**src/rtl/mem_fill_write_pkg.sv**
```systemverilog
// Shared constants for the memory fill writer: LCG coefficients and FSM state encodings.
package mem_fill_pkg;

    localparam int unsigned LCG_MUL = 32'd1664525;
    localparam int unsigned LCG_INC = 32'd1013904223;

    localparam logic [1:0] ST_IDLE  = 2'd0;
    localparam logic [1:0] ST_LOAD  = 2'd1;
    localparam logic [1:0] ST_WRITE = 2'd2;
    localparam logic [1:0] ST_DONE  = 2'd3;

endpackage

```
**src/rtl/mem_fill_write_if.sv**
```systemverilog
// Valid/ready RAM write port: master drives request, address and data; slave returns ready.
interface mem_fill_write_if #(
    parameter int AWIDTH = 10,
    parameter int DWIDTH = 32
);
    logic              wr_en;
    logic              wr_ready;
    logic [AWIDTH-1:0] wr_addr;
    logic [DWIDTH-1:0] wr_data;

    modport master (output wr_en, output wr_addr, output wr_data, input wr_ready);
    modport slave  (input wr_en, input wr_addr, input wr_data, output wr_ready);
endinterface

```
**src/rtl/mem_fill_write_prims.sv**
```systemverilog
// Building blocks for the fill writer: one LCG step and the clock-enabled register primitives.
module lcg_next
    import mem_fill_pkg::*;
#(
    parameter int DWIDTH = 32
) (
    input  logic [DWIDTH-1:0] d,
    output logic [DWIDTH-1:0] q
);
    localparam logic [DWIDTH-1:0] MUL = DWIDTH'(LCG_MUL);
    localparam logic [DWIDTH-1:0] INC = DWIDTH'(LCG_INC);

    assign q = d * MUL + INC;
endmodule

module REGISTER_CE #(
    parameter int N = 1
) (
    input  logic         clk,
    input  logic         ce,
    input  logic [N-1:0] d,
    output logic [N-1:0] q
);
    always_ff @(posedge clk) begin
        if (ce) q <= d;
    end
endmodule

module REGISTER_R_CE #(
    parameter int           N    = 1,
    parameter logic [N-1:0] INIT = '0
) (
    input  logic         clk,
    input  logic         rst,
    input  logic         ce,
    input  logic [N-1:0] d,
    output logic [N-1:0] q
);
    always_ff @(posedge clk) begin
        if (rst)     q <= INIT;
        else if (ce) q <= d;
    end
endmodule

```
**src/rtl/mem_fill_write.sv**
```systemverilog
// Fills a RAM with min(len, 2^AWIDTH) LCG words starting at address 0, then raises done.
// Define MEM_FILL_CHECKSUM_EN to build the running checksum of accepted words; otherwise it reads 0.
module mem_fill_write
    import mem_fill_pkg::*;
#(
    parameter int AWIDTH = 10,
    parameter int DWIDTH = 32
) (
    input  logic              clk,
    input  logic              rst,
    input  logic [31:0]       len,
    input  logic [DWIDTH-1:0] seed,
    mem_fill_write_if.master  wr,
    output logic              done,
    output logic [DWIDTH-1:0] checksum
);
    localparam logic [AWIDTH:0] CAP = (AWIDTH+1)'(1) << AWIDTH;

    logic [1:0]        state_q, state_d;
    logic [AWIDTH:0]   cnt_q, cnt_d;
    logic              en_q, en_d;
    logic [AWIDTH-1:0] addr_q, addr_d;
    logic [DWIDTH-1:0] data_q, data_d, data_step;
    logic              done_q, done_d;
    logic [AWIDTH:0]   eff_len;
    logic              xfer, last, load, data_ce;

    assign eff_len = (len >= 32'(CAP)) ? CAP : len[AWIDTH:0];
    assign load    = (state_q == ST_LOAD);
    assign xfer    = (state_q == ST_WRITE) && en_q && wr.wr_ready;
    assign last    = xfer && (cnt_q == (AWIDTH+1)'(1));
    assign data_ce = load || xfer;

    lcg_next #(.DWIDTH(DWIDTH)) u_lcg (
        .d (data_q),
        .q (data_step)
    );

    always_comb begin
        state_d = state_q;
        cnt_d   = cnt_q;
        en_d    = en_q;
        addr_d  = addr_q;
        data_d  = data_q;
        done_d  = done_q;
        case (state_q)
            ST_IDLE: state_d = ST_LOAD;
            ST_LOAD: begin
                cnt_d  = eff_len;
                addr_d = '0;
                data_d = seed;
                if (eff_len == '0) begin
                    state_d = ST_DONE;
                    done_d  = 1'b1;
                end else begin
                    state_d = ST_WRITE;
                    en_d    = 1'b1;
                end
            end
            ST_WRITE: begin
                if (xfer) begin
                    cnt_d  = cnt_q - 1'b1;
                    data_d = data_step;
                    // Hold the address on the final beat so a full-capacity fill never shows a wrap to 0.
                    if (last) begin
                        state_d = ST_DONE;
                        en_d    = 1'b0;
                        done_d  = 1'b1;
                    end else begin
                        addr_d = addr_q + 1'b1;
                    end
                end
            end
            default: state_d = ST_DONE;
        endcase
    end

    REGISTER_R_CE #(.N(2), .INIT(ST_IDLE)) u_state (
        .clk(clk), .rst(rst), .ce(1'b1), .d(state_d), .q(state_q)
    );
    // The remaining count is always reloaded in LOAD before it is consulted, so it needs no reset.
    REGISTER_CE #(.N(AWIDTH+1)) u_cnt (
        .clk(clk), .ce(data_ce), .d(cnt_d), .q(cnt_q)
    );
    REGISTER_R_CE #(.N(1)) u_en (
        .clk(clk), .rst(rst), .ce(1'b1), .d(en_d), .q(en_q)
    );
    REGISTER_R_CE #(.N(AWIDTH)) u_addr (
        .clk(clk), .rst(rst), .ce(data_ce), .d(addr_d), .q(addr_q)
    );
    REGISTER_R_CE #(.N(DWIDTH)) u_data (
        .clk(clk), .rst(rst), .ce(data_ce), .d(data_d), .q(data_q)
    );
    REGISTER_R_CE #(.N(1)) u_done (
        .clk(clk), .rst(rst), .ce(1'b1), .d(done_d), .q(done_q)
    );

`ifdef MEM_FILL_CHECKSUM_EN
    logic [DWIDTH-1:0] csum_q, csum_d;

    assign csum_d = csum_q + data_q;

    REGISTER_R_CE #(.N(DWIDTH)) u_csum (
        .clk(clk), .rst(rst), .ce(xfer), .d(csum_d), .q(csum_q)
    );
    assign checksum = csum_q;
`else
    assign checksum = '0;
`endif

    assign wr.wr_en   = en_q;
    assign wr.wr_addr = addr_q;
    assign wr.wr_data = data_q;
    assign done       = done_q;
endmodule
```
**src/flat_wrapper.sv**
```systemverilog
// flat-port wrapper written by rule: the top's interface ports become plain ports
module mem_fill_write_flat import mem_fill_pkg::*;
#(
    parameter int AWIDTH = 10,
    parameter int DWIDTH = 32
)
  (clk, rst, len, seed, done, checksum, wr_wr_en, wr_wr_addr, wr_wr_data, wr_wr_ready);
  mem_fill_write_if #(.AWIDTH(AWIDTH), .DWIDTH(DWIDTH)) wr_i ();
  input  logic clk;
  input  logic rst;
  input  logic [31:0] len;
  input  logic [DWIDTH-1:0] seed;
  output logic done;
  output logic [DWIDTH-1:0] checksum;
  output wire logic [$bits(wr_i.wr_en)-1:0] wr_wr_en;
  output wire logic [$bits(wr_i.wr_addr)-1:0] wr_wr_addr;
  output wire logic [$bits(wr_i.wr_data)-1:0] wr_wr_data;
  input wire logic [$bits(wr_i.wr_ready)-1:0] wr_wr_ready;
  assign wr_wr_en = wr_i.wr_en;
  assign wr_wr_addr = wr_i.wr_addr;
  assign wr_wr_data = wr_i.wr_data;
  assign wr_i.wr_ready = wr_wr_ready;
  mem_fill_write #(.AWIDTH(AWIDTH), .DWIDTH(DWIDTH)) u_core (.clk(clk), .rst(rst), .len(len), .seed(seed), .wr(wr_i), .done(done), .checksum(checksum));
endmodule
```
**config.mk**
```make
export PLATFORM = sky130hd
export DESIGN_NAME = mem_fill_write_flat
export DESIGN_NICKNAME = d
export VERILOG_FILES = /design/src/rtl/mem_fill_write_pkg.sv /design/src/rtl/mem_fill_write_if.sv /design/src/rtl/mem_fill_write_prims.sv /design/src/rtl/mem_fill_write.sv /design/src/flat_wrapper.sv
export SDC_FILE = /design/constraint.sdc
export NUM_CORES = 1
export LEC_CHECK = 0
export ABC_AREA = 1
export CORE_ASPECT_RATIO = 1.1
export CORE_UTILIZATION = 53
export DETAILED_ROUTE_END_ITERATION = 8
export HOLD_SLACK_MARGIN = 0.08
export PLACE_DENSITY = 0.8
export SLEW_MARGIN = 15
export SYNTH_ARGS = -nofsm -noshare
export SYNTH_HDL_FRONTEND = slang
export SYNTH_HIERARCHICAL = 1
export SYNTH_SLANG_ARGS = --single-unit
```
**constraint.sdc**
```tcl
create_clock -name clk -period 5.75 [get_ports clk]
set_clock_uncertainty 0.1 [all_clocks]
set_input_delay 0.575 -clock clk [delete_from_list [all_inputs] [get_ports clk]]
set_output_delay 0.575 -clock clk [all_outputs]
set_load 0.02 [all_outputs]
```
* Word-level counts from Yosys, hierarchy flattened
Index checks and enable logic that the tools add are counted.
** Storage, ports and cells
- Bits in registers :: 57
- Input port bits :: 67
- Word-level logic and storage cells :: 51
** Operators by class
- $add $sub $neg :: 3
- Multipliers :: 1
- Order comparisons :: 1
- Eq/ne operators :: 8
- Mux-type cells :: 20
- Reduce and logical (&&, ||, !) cells :: 12
** Operators by type and width (number)
- $pmux W32 S2 :: 1
- $add A32 B30 Y32 const B :: 1
- $ge A32 B11 Y1 const B :: 1
- $mul A32 B21 Y32 const B :: 1
- $mux W32 :: 1
- $mux W11 :: 2
- $pmux W11 S2 :: 1
- $mux W10 :: 2
- $pmux W10 S2 :: 1
- $reduce_and A4 Y1 :: 3
- $eq A11 B1 Y1 const B :: 1
- $logic_not A11 Y1 :: 1
- $sub A11 B1 Y11 const B :: 1
- $add A10 B1 Y10 const B :: 1
- $mux W1 :: 7
- $ne A2 B2 Y1 const B :: 3
- $pmux W2 S3 :: 1
- $mux W2 :: 2
- $ne A2 B1 Y1 const B :: 2
- $pmux W1 S2 :: 2
- $logic_and A1 B1 Y1 :: 3
- $reduce_and A3 Y1 :: 1
- $eq A2 B1 Y1 const B :: 1
- $eq A2 B2 Y1 const B :: 1
- other kinds (4) :: 4

* Depth between registers and ports, before layout
- Word-level depth :: 7
- Depth in mapped cells :: 31

* Cells and area by module
Netlist, hierarchy kept.
** By module, submodules not included
- lcg_next :: times used 1, cells an instance 965, area each 7669.9 µm², sequential area each 0.0 µm²
- mem_fill_write :: times used 1, cells an instance 384, area each 2021.9 µm², sequential area each 0.0 µm²
- REGISTER_R_CE at u_core.u_data :: times used 1, cells an instance 203, area each 1338.8 µm², sequential area each 640.6 µm²
- REGISTER_R_CE at u_core.u_addr :: times used 1, cells an instance 63, area each 419.2 µm², sequential area each 200.2 µm²
- REGISTER_CE :: times used 1, cells an instance 11, area each 330.3 µm², sequential area each 330.3 µm²
- REGISTER_R_CE at u_core.u_done ... :: times used 2, cells an instance 7, area each 45.0 µm², sequential area each 20.0 µm²
- REGISTER_R_CE at u_core.u_state :: times used 1, cells an instance 13, area each 81.3 µm², sequential area each 40.0 µm²

* Worst setup path after synthesis
OpenSTA, ideal clock, no wires.
- Path kind :: flip-flop to flip-flop
- From :: register u_core.u_data.q[1]
- To :: register u_core.u_data.q[21]
- Arrival :: 5.942 ns
- Slack :: -0.406 ns
- Stages on the path, launching flop included :: 25
- Path buffers :: 0
- Cell sequence :: dfxtp_1 > inv_1 > ha_1 > xor2_1 > xor2_1 > fa_1 > inv_1 > fa_1 > fa_1 > fa_1 > inv_1 > fa_1 > inv_1 > ha_1 > a21oi_1 > o21ai_0 > o21bai_1 > nand3b_1 > xor2_1 > a22oi_1 > o22ai_1 > inv_1 > nand2_1 > nand2_1 > nor2_1
** On the way
- Longest elaborated chain between the ends :: 4
** RTL lines
- start: declaration :: line mem_fill_write_prims.sv:37 : output logic [N-1:0] q
- start signal: assignment :: line mem_fill_write_prims.sv:40 : if (rst) q <= INIT;
- start signal: assignment :: line mem_fill_write_prims.sv:41 : else if (ce) q <= d;
- $mul A32 B21 Y32 :: line mem_fill_write_prims.sv:13 : assign q = d * MUL + INC;
- $add A32 B30 Y32 :: line mem_fill_write_prims.sv:13
- via u_core.data_step[21] :: line mem_fill_write.sv:23 : logic [DWIDTH-1:0] data_q, data_d, data_step;
- $mux W32 :: line mem_fill_write.sv:61 : if (xfer) begin
- $pmux W32 S2 :: line mem_fill_write.sv:46 : case (state_q)
- via u_core.data_d[21] :: line mem_fill_write.sv:23
The timed path passes the listed nets, and every way through them passes these cells. The select of a mux whose other input is x is not followed.
A chain may end at the register's enable or synchronous reset.

* Worst setup path in the final report
- From :: register u_core.u_data.q[1]
- To :: register u_core.u_data.q[22]
The elaborated chain is that of the path after synthesis.

==> qor.csv <==
metric,value,unit
status,"finished, violations left",
failed_checks,negative setup slack,
final_cell_mix,"402 x inv_1, 264 x nand2_1, 168 x nor2_1",
hold_class,flop to flop,
r2r_slack,-0.23,ns
critical_path.max_stage_delay,0.58,ns
final_common_cell,inv_1,
clockBufferDepth,2,
start_util,54.1,%
setup_viol,11,
die_area,0.0232,mm²
post_drt_wl_per_cell,17.8,µm
synth_top_cell_by_area,fa_1,
die_w,145,µm
final.min_clock_period,5.98,ns
final.period_utilization,104,%
grt_pass1_vias,11700,
setup_tns,-1.17,ns
dp_slack,-0.524,ns
clk_pin_slew_worst_paths,0.06,ns
async_flop_share,0,%
synth_edf_count,11,
grt_start_max_net_pins,96,
cts_buffers,9,
area_delta_synth_final,32.0,%
fmax,167,MHz
route.detailed.drc,0,
fin_area,0.0158,mm²
netlist_area,0.0120,mm²
synth_cells,1653,
seq_area_frac_synth,10.5,%
numClockSinks,57,
antenna_found_initial,1,
crit_start,u_core/u_data/q[1]$_SDFFE_PP0P_,
r2r-end,u_core/u_data/q[22]$_SDFFE_PP0P_,
ys_warn_count,6,
cts_tree,built,
cap_violations,0,
finalWorstSetupSlack,-0.231,ns
gp_congestion,0.941,
yosys_register_bits,57,
cpMostUsedCell,fa_1,
arrival,6.12,ns
crit_buf_inv,6,
rsz0062_at_grt,yes,
synth.distinct_cells,44,
dr.first_iter.drc_count,1088,
cp_max_fo,4,
worstPathRequired,5.89,ns
grt_overflow,0,
synth.top_cell.area_share,22.9,%
insertion_delay,0.35,ns
drive_gt1_share,20.7,%
numPortBuffers,110,
die_y,159,µm
rows,57,
dr.pass1.iters,6,
syn_area_per_cell,7.23,µm²
ant_nets,0,
grt_pass1_wl,61.1,mm
slew_violations,0,
min_to,u_core/u_addr/q[9]$_SDFFE_PP0P_,
cts-root-buf,clkbuf_16,
vias_per_cell,5.24,
synth_flop_cell,dfxtp_1,
reg2reg_depth,25,
track_usage,34.3,%
rr_startpoint,u_core/u_data/q[1]$_SDFFE_PP0P_,
vias,11500,
hp-start,u_core/u_addr/q[9]$_SDFFE_PP0P_,
endpoint_kind,flop,
start_kind,flop,
hpwl,30.3,mm
slowest_stage,fa_1,
hold_viol_final,0,
slew_headroom,23.3,%
nNetsFinal,2271,
core_area,0.0221,mm²
min_path_cells,2,
crit_family,adder cells,
dpl_cell_area,0.0141,mm²
totalWireLength,39.2,mm
postCtsHoldBufs,0,
holdWs,0.386,ns
htreeDepth,3,
ios,143,
criticalPathCategory,flop to flop,
worst_pin_slew,1.15,ns
synth.area.top_cells,"fa_1 23%, ha_1 18%, inv_1 14%, nand2_1 8.9%, dfxtp_1 7.7%",
==> logic make-up (layout without fill, tap and decap cells) <==
family	after synthesis	after routing	synth area share, %
XOR/XNOR	28	28	2.05
buffers and inverters	510	723	17.7
AO/OA/AOI/OAI	171	171	8.70
flip-flops	57	57	10.5
other	2	41	0.0628
adder cells (fa/ha/maj)	305	305	40.5
AND/OR/NAND/NOR	580	580	20.5
==> flip-flops by register name, indices dropped and copies added (netlist names) <==
register / flops
u_core/u_addr/q: 10
u_core/u_state/q: 2
u_core/u_cnt/q: 11
u_core/u_en/q: 1
u_core/u_data/q: 32
u_core/u_done/q: 1
==> how the worst max path moves through the flow <==
stage / endpoint / cells after the start
floorplan: u_core/u_data/q[23]$_SDFFE_PP0P_ / 26
global placement: u_core/u_data/q[22]$_SDFFE_PP0P_ / 25
detailed placement: u_core/u_data/q[22]$_SDFFE_PP0P_ / 25
CTS: u_core/u_data/q[22]$_SDFFE_PP0P_ / 25
global route: u_core/u_data/q[31]$_SDFFE_PP0P_ / 30
finish: u_core/u_data/q[22]$_SDFFE_PP0P_ / 25
==> synthesized netlist by cell type (13+ instances only) <==
library cell,n
a21oi_1,48
a22oi_1,34
buf_4,32
dfxtp_1,46
fa_1,137
ha_1,168
inv_1,442
nand2_1,284
nand2_2,13
nand3_1,46
nand4_1,14
nor2_1,180
o21ai_0,29
o22ai_1,32
xor2_1,23
==> per-layer routing <==
layer | up-vias | track usage, % | part of all wire, %
met2 | 515 | 58.3 | 47
met4 | 0 | 16.4 | 4.9
met5 | - | 0 | 0
met1 | 5450 | 42.8 | 41
li1 | 5452 | - | -
met3 | 119 | 4.73 | 6.7
==> repair_timing <==
item,CTS,global route
setup buffers,9,14
pin swaps,93,79
setup endpoints to repair,13,18
gates resized for setup,146,103
gates cloned,0,0
==> worst register-to-register path, stage by stage, from the launching register on <==
cell and delay, ns:
dfxtp_4 0.36, inv_4 0.05, ha_4 0.30, xor2_4 0.20, xor2_2 0.23, fa_1 0.46
inv_1 0.08, fa_1 0.44, fa_1 0.53, fa_1 0.55, inv_1 0.05, fa_1 0.58
inv_2 0.07, ha_4 0.25, buf_4 0.16, nand2_2 0.13, o21ai_2 0.09, o21bai_4 0.19
nand3b_1 0.25, xor2_2 0.20, a22oi_2 0.22, o22ai_1 0.12, inv_1 0.08, nand2_1 0.04
nand2_1 0.09, nor2_1 0.05
==> final cells by class <==
| type | instances | area (µm²) |
|---|---|---|
| fillers | 1740 | 6340 |
| flip-flops and latches | 57 | 1290 |
| diodes | 1 | 2.50 |
| inverters | 448 | 1690 |
| clock inverters | 4 | 26.3 |
| well taps | 295 | 369 |
| repair buffers | 259 | 2310 |
| multi-input cells | 1124 | 9820 |
| clock buffers | 12 | 256 |
==> metrics by stage <==
stage / std cells / util [%]
4_1_cts: 2185 / 68.9
2_1_floorplan: 1691 / -
5_1_grt: 2200 / 71.3
6_report: 2200 / 71.3
3_5_place_dp: 2160 / 63.9
3_3_place_gp: 2160 / 63.9
Power is left out: the tool's default activity adds up to more than one toggle a clock period on the data nets, which glitch-free logic cannot reach.
